`config.mk`:
```
export PLATFORM = sky130hd
export DESIGN_NAME = multicycle_control
export DESIGN_NICKNAME = d
export VERILOG_FILES = /design/src/rtl/multicycle_control.sv
export SDC_FILE = /design/constraint.sdc
export NUM_CORES = 1
export LEC_CHECK = 0
export CAP_MARGIN = 20
export CORE_MARGIN = 5
export CORE_UTILIZATION = 53
export CTS_CLUSTER_DIAMETER = 50
export DETAILED_ROUTE_END_ITERATION = 8
export GPL_ROUTABILITY_DRIVEN = 0
export PLACE_DENSITY = 0.95
export SYNTH_ARGS = -nofsm -noshare
export SYNTH_HDL_FRONTEND = slang
export SYNTH_SLANG_ARGS = --single-unit
export TNS_END_PERCENT = 30
```
`constraint.sdc`:
```
create_clock -name CLK -period 6.9 [get_ports CLK]
set_input_delay 1.035 -clock CLK [delete_from_list [all_inputs] [get_ports CLK]]
set_output_delay 1.035 -clock CLK [all_outputs]
set_load 0.01 [all_outputs]
```
`src/rtl/multicycle_control.sv`:
```
// Multicycle MIPS sequencing controller: owns every datapath strobe across
// fetch/decode/execute/memory/write-back and counts retired instructions.
module multicycle_control (
    input  logic        CLK,
    input  logic        RESET,
    input  logic [5:0]  Opcode,
    input  logic        Zero,
    input  logic        MemReady,
    output logic        PCWrite,
    output logic        IRWrite,
    output logic        RegWrite,
    output logic        MemRead,
    output logic        MemWrite,
    output logic        IorD,
    output logic        RegDst,
    output logic        MemtoReg,
    output logic        ALUSrcA,
    output logic [1:0]  ALUSrcB,
    output logic [1:0]  ALUOp,
    output logic [1:0]  PCSource,
    output logic        IllegalOp,
    output logic [3:0]  StateOut,
    output logic [31:0] InstrCount
);

    localparam logic [5:0] OP_RTYPE = 6'd0;
    localparam logic [5:0] OP_J     = 6'd2;
    localparam logic [5:0] OP_BEQ   = 6'd4;
    localparam logic [5:0] OP_ADDI  = 6'd8;
    localparam logic [5:0] OP_LW    = 6'd35;
    localparam logic [5:0] OP_SW    = 6'd43;

    typedef enum logic [3:0] {
        S_FETCH   = 4'd0,
        S_DECODE  = 4'd1,
        S_MEMADR  = 4'd2,
        S_MEMRD   = 4'd3,
        S_MEMWB   = 4'd4,
        S_MEMWR   = 4'd5,
        S_EXEC    = 4'd6,
        S_RWB     = 4'd7,
        S_BRANCH  = 4'd8,
        S_JUMP    = 4'd9,
        S_ADDIEX  = 4'd10,
        S_ADDIWB  = 4'd11,
        S_ILLEGAL = 4'd15
    } state_t;

    state_t      state;
    state_t      state_next;
    logic [31:0] instr_count;
    logic        retire;

    logic        pc_write;
    logic        ir_write;
    logic        reg_write;
    logic        mem_read;
    logic        mem_write;
    logic        i_or_d;
    logic        reg_dst;
    logic        mem_to_reg;
    logic        alu_src_a;
    logic [1:0]  alu_src_b;
    logic [1:0]  alu_op;
    logic [1:0]  pc_source;
    logic        illegal;

    always_ff @(posedge CLK or negedge RESET) begin
        if (!RESET) state <= S_FETCH;
        else        state <= state_next;
    end

    always_comb begin
        state_next = state;
        pc_write   = 1'b0;
        ir_write   = 1'b0;
        reg_write  = 1'b0;
        mem_read   = 1'b0;
        mem_write  = 1'b0;
        i_or_d     = 1'b0;
        reg_dst    = 1'b0;
        mem_to_reg = 1'b0;
        alu_src_a  = 1'b0;
        alu_src_b  = 2'b00;
        alu_op     = 2'b00;
        pc_source  = 2'b00;
        illegal    = 1'b0;
        case (state)
            S_FETCH: begin
                mem_read  = 1'b1;
                alu_src_b = 2'b01;
                ir_write  = MemReady;
                pc_write  = MemReady;
                if (MemReady) state_next = S_DECODE;
            end
            S_DECODE: begin
                alu_src_b = 2'b11;
                case (Opcode)
                    OP_RTYPE:      state_next = S_EXEC;
                    OP_LW, OP_SW:  state_next = S_MEMADR;
                    OP_BEQ:        state_next = S_BRANCH;
                    OP_ADDI:       state_next = S_ADDIEX;
                    OP_J:          state_next = S_JUMP;
                    default:       state_next = S_ILLEGAL;
                endcase
            end
            S_MEMADR: begin
                alu_src_a  = 1'b1;
                alu_src_b  = 2'b10;
                state_next = (Opcode == OP_LW) ? S_MEMRD : S_MEMWR;
            end
            S_MEMRD: begin
                mem_read = 1'b1;
                i_or_d   = 1'b1;
                if (MemReady) state_next = S_MEMWB;
            end
            S_MEMWB: begin
                mem_to_reg = 1'b1;
                reg_write  = 1'b1;
                state_next = S_FETCH;
            end
            S_MEMWR: begin
                // held for every wait cycle; memory commits only on MemReady
                mem_write = 1'b1;
                i_or_d    = 1'b1;
                if (MemReady) state_next = S_FETCH;
            end
            S_EXEC: begin
                alu_src_a  = 1'b1;
                alu_op     = 2'b10;
                state_next = S_RWB;
            end
            S_RWB: begin
                reg_dst    = 1'b1;
                reg_write  = 1'b1;
                state_next = S_FETCH;
            end
            S_BRANCH: begin
                alu_src_a  = 1'b1;
                alu_op     = 2'b01;
                pc_source  = 2'b01;
                pc_write   = Zero;
                state_next = S_FETCH;
            end
            S_JUMP: begin
                pc_source  = 2'b10;
                pc_write   = 1'b1;
                state_next = S_FETCH;
            end
            S_ADDIEX: begin
                alu_src_a  = 1'b1;
                alu_src_b  = 2'b10;
                state_next = S_ADDIWB;
            end
            S_ADDIWB: begin
                reg_write  = 1'b1;
                state_next = S_FETCH;
            end
            default: begin
                // ILLEGAL and unused codes lock up until reset
                illegal    = 1'b1;
                state_next = S_ILLEGAL;
            end
        endcase
    end

    always_comb begin
        retire = 1'b0;
        if (state_next == S_FETCH) begin
            case (state)
                S_MEMWB, S_MEMWR, S_RWB, S_BRANCH, S_JUMP, S_ADDIWB: retire = 1'b1;
                default: retire = 1'b0;
            endcase
        end
    end

    always_ff @(posedge CLK or negedge RESET) begin
        if (!RESET)      instr_count <= 32'd0;
        else if (retire) instr_count <= instr_count + 32'd1;
    end

    // Gate with RESET so an abandoned instruction drops its strobes
    // immediately, including the Mealy terms in FETCH.
    assign PCWrite    = RESET & pc_write;
    assign IRWrite    = RESET & ir_write;
    assign RegWrite   = RESET & reg_write;
    assign MemRead    = RESET & mem_read;
    assign MemWrite   = RESET & mem_write;
    assign IorD       = RESET & i_or_d;
    assign RegDst     = RESET & reg_dst;
    assign MemtoReg   = RESET & mem_to_reg;
    assign ALUSrcA    = RESET & alu_src_a;
    assign ALUSrcB    = RESET ? alu_src_b : 2'b00;
    assign ALUOp      = RESET ? alu_op : 2'b00;
    assign PCSource   = RESET ? pc_source : 2'b00;
    assign IllegalOp  = RESET & illegal;
    assign StateOut   = RESET ? state : S_FETCH;
    assign InstrCount = RESET ? instr_count : 32'd0;

endmodule

```
# Word level (Yosys, flattened, before mapping)
# Index checks and enable logic that the tools add are counted.
# classes
n_addsub	1
eq_ne	16
mux	26
n_bitwise	10
reduce_logical	12
# ops
cell	count
adder 32 x 1 -> 32 bit (second input constant)	1
two-way mux 32 bit	1
case mux 4 bit (8 select lines)	1
case mux 4 bit (5 select lines)	1
equality test 4 x 3 -> 1 bit (second input constant)	4
equality test 4 bit (second input constant)	4
two-way mux 4 bit	4
equality test 6 bit (second input constant)	2
OR reduction 12 bit	1
two-way mux 1 bit	11
bitwise AND 1 bit	10
equality test 4 x 2 -> 1 bit (second input constant)	2
zero test 4 bit	2
case mux 2 bit (2 select lines)	2
OR reduction 2 bit	4
equality test 6 x 2 -> 1 bit (second input constant)	1
equality test 6 x 3 -> 1 bit (second input constant)	1
equality test 6 x 4 -> 1 bit (second input constant)	1
zero test 6 bit	1
two-way mux 2 bit	3
case mux 2 bit (3 select lines)	1
OR reduction 6 bit	1
OR reduction 5 bit	1
equality test 4 x 1 -> 1 bit (second input constant)	1
4 further kinds	4
# totals
register_bits	36
output_inout_bits	52
word_cells	67

# Depth between registers and ports, before layout
# depth
ltp_word	6
mapped_depth	8

# Worst setup path before layout
# Ideal clock, no wire load.
# synth_timing
path_kind	input -> output
from	input port RESET
to	output port IRWrite
t_arrival_ps	1822
path_slack_ps	4043
cell_stages	3
path_cell_list	clkbuf_1 nand2_1 nor4b_1
# synth_via
elab_chain_len	1
# synth_rtl
element	line	rtl
start: declaration	5	input logic RESET,
bitwise AND 1 bit	185	assign IRWrite = RESET & ir_write;
end: declaration	10	output logic IRWrite,
# No other way between the ends.

# Worst setup path after layout
# layout_timing
from	input port RESET
to	output port IllegalOp
# layout_via
elab_chain_len	1
# layout_rtl
element	line	rtl
bitwise AND 1 bit	196	assign IllegalOp = RESET & illegal;
end: declaration	21	output logic IllegalOp,
# No other way between the ends.

==> results.json <==
{
  "wl_microns": 5360,
  "crit_type": "in2out",
  "fin_crit_ps": 3780,
  "cts_setup_buffers": 0,
  "n_antenna_cell": 0,
  "drc": 0,
  "vias": 2112,
  "ys_warn_count": 0,
  "fin_nets": 333,
  "die_h_microns": 76.7,
  "powerDensity_nw_per_um2": 126,
  "synth_compound_area_share_pct": 4.51,
  "tightest_slew_ps": 937,
  "filler_cell_count": 331,
  "yosys.area_share.xor_xnor_pct": 12.2,
  "grt_pass1_wl_microns": 9320,
  "dr.pass1.iters": 4,
  "root_buffer": "clkbuf_8",
  "num_rows": 24,
  "fin_crit_sh_pct": 54.8,
  "synth_edf_count": 0,
  "cp_slowest_stage_delay_ps": 530,
  "worstPathRequired_ps": 5860,
  "multi_input_area_sq_um": 1350,
  "drv_slew": 0,
  "path_max_fanout": 42,
  "cts_tree": "built",
  "cts_buffers": 5,
  "path_cells": "buf_2, buf_4, and3_1, clkdlybuf4s50_1",
  "core-area_sq_um": 4320,
  "cp_data_arrival_time_ps": 2750,
  "drt_iter0_markers": 165,
  "ys_ff_latch": 36,
  "vias_per_cell": 5.63,
  "grt_usage_pct": 18.8,
  "fin_tns_setup_ps": 0,
  "areaGrowthSynthToFinish_pct": 29.0,
  "crit_buf_inv": 3,
  "setup_viol": 0,
  "cts.path.max_buffers": 2,
  "first_global_vias": 2029,
  "rsz0062_at_grt": "no",
  "clock_sinks": 36,
  "status": "complete, no violations",
  "dpl.hpwl_microns": 3910,
  "stdcell_area_sq_um": 3040,
  "die_w_microns": 76.7,
  "hold_path.class": "reg2reg",
  "synthMuxAreaShare_pct": 0.477,
  "postCtsHoldBufs": 0,
  "clkLatencyLatePin_ps": 290,
  "cts.clk_slew.worst_paths_ps": 80,
  "yosysTopAreaCellShare_pct": 38.2,
  "synth_top_area_cell": "dfrtp_1",
  "place_area_sq_um": 2960,
  "slowest_stage": "clkdlybuf4s50_1",
  "synth_area_leaders": "dfrtp_1, and2_1, xnor2_1",
  "io_buffers": 61,
  "syn_nets": 280,
  "leakage_uw": 0.00124,
  "ff_latch_area_sq_um": 901,
  "fmax_ghz": 0.264,
  "slew_headroom_pct": 37.2,
  "htree_num_levels": 2,
  "worst_clock_skew_ps": 10.4,
  "ant_nets": 0,
  "total_power_uw": 383,
  "seq_area_frac_synth_pct": 38.2,
  "synthesis.area_sq_um": 2360,
  "worstSetupEndpointType": "output pin",
  "synth_simple_gate_area_share_pct": 39.4,
  "synthAdderAreaFrac_pct": 0.530,
  "fin_hold_ws_ps": 472,
  "grt_overflow": 0,
  "maxCapViolations": 0,
  "crit_family": "buffers and inverters",
  "wl_per_cell_microns": 14.3,
  "synth_top_family_by_area": "simple AND/OR/NAND/NOR gates",
  "ys_types": 41,
  "peakVddDrop_mv": 0.0733,
  "io_pins": 62,
  "avgSynthCellArea_sq_um": 8.77,
  "async_reset_ff_share_pct": 100,
  "post_cts_resized": 0,
  "drive_above_1_share_pct": 5.57,
  "startpoint_type": "input pin",
  "syn_inst": 269,
  "antenna_found_initial": 0,
  "grt_max_degree": 43,
  "hold_viol": 0,
  "initial_utilization_pct": 54.6,
  "die_area_sq_um": 5890,
  "ys.flop_type": "dfrtp_1"
}
==> final timing paths <==
check | from | endpoint | cells after the start | slack (ps)
setup / recovery | RESET | IllegalOp | 4 | 3120
hold / removal | instr_count[31] | instr_count[31] | 1 | 470
setup reg to reg | state[2] | instr_count[1] | 6 | 4120
hold reg to reg | instr_count[31] | instr_count[31] | 1 | 470
max in group asynchronous | RESET | instr_count[0] | 2 | 5330
min in group asynchronous | RESET | instr_count[20] | 1 | 750
==> cell usage in the layout (no fill, tap or decap), types with 2 or more instances in the layout <==
master           count
clkinv_2             2
a21oi_1              2
buf_4                2
clkdlybuf4s50_1     60
nand3_1             12
dfrtp_1             36
nor3b_1              3
nand2_1             21
xor2_1              12
nor3_1               8
and3_1               8
clkbuf_8             5
nor4b_1              7
xnor2_1             21
nor4_1               6
nor4bb_1             2
nor2_1              20
inv_1                5
nand2b_1             7
and2_1              39
nand4_1             17
o21ai_0              7
==> flip-flops by register name (all words and copies together), names as in the netlist <==
| signal | flops |
|---|---|
| instr_count | 32 |
| state | 4 |
==> Yosys cell counts (all sizes together) (2+ instances only) <==
master  number
and2        39
dfrtp       36
nand2       21
xnor2       21
nor2        20
nand4       18
nand3       12
xor2        12
clkbuf      10
and3         9
nor3         9
o21ai        8
buf          7
nand2b       7
nor4         7
nor4b        7
inv          5
nor3b        3
a21oi        2
nor4bb       2
==> logic make-up (layout without fill, tap and decap cells) <==
group                      count (synthesis)  in the layout
AOI/OAI and AO/OA                         16             16
xor gates and xnor gates                  33             33
and+or+nand+nor                          160            160
muxes                                      1              1
DFF                                       36             36
buffers and inverters                     22             76
adders and majority gates                  1              1
==> where the power goes <==
part / internal, uW / total (uW) / switching [uW]
clock network: 70.3 / 148 / 78.0
registers: 211 / 211 / 0
logic: 10.9 / 24.3 / 13.4
==> worst register-to-register path, delay by kind of cell (launching register included) <==
kind,cells,cell delay [ps]
multiplexers,1,340
flip-flops,1,730
AND/OR/NAND/NOR,5,1610
==> stage by stage <==
stage	utilization, %	std cells	setup slack, ps
2_1_floorplan	-	269	4040
3_3_place_gp	68.3	367	3110
3_5_place_dp	68.3	367	3090
4_1_cts	70.4	375	3090
5_1_grt	70.4	375	2900
6_report	70.4	375	3120
==> area by class of cell <==
cell class	count	share of cell area, %
tap	52	2.14
clock buffer	5	2.26
timing repair buffer	63	20.4
inverter	5	0.617
sequential	36	29.6
multi-input combinational	211	44.4
clock inverter	3	0.617
==> per-layer routing <==
layer	share of wire, %	routed length (microns)	vias to the layer above	track usage (%)
met5	0	0	-	0
met4	1.1	61	0	5.24
met3	5.4	290	8	3.86
met2	49	2610	63	31.5
met1	45	2400	1004	24.6
li1	-	-	1037	-
No activity file was read; power rests on OpenSTA's default activity.
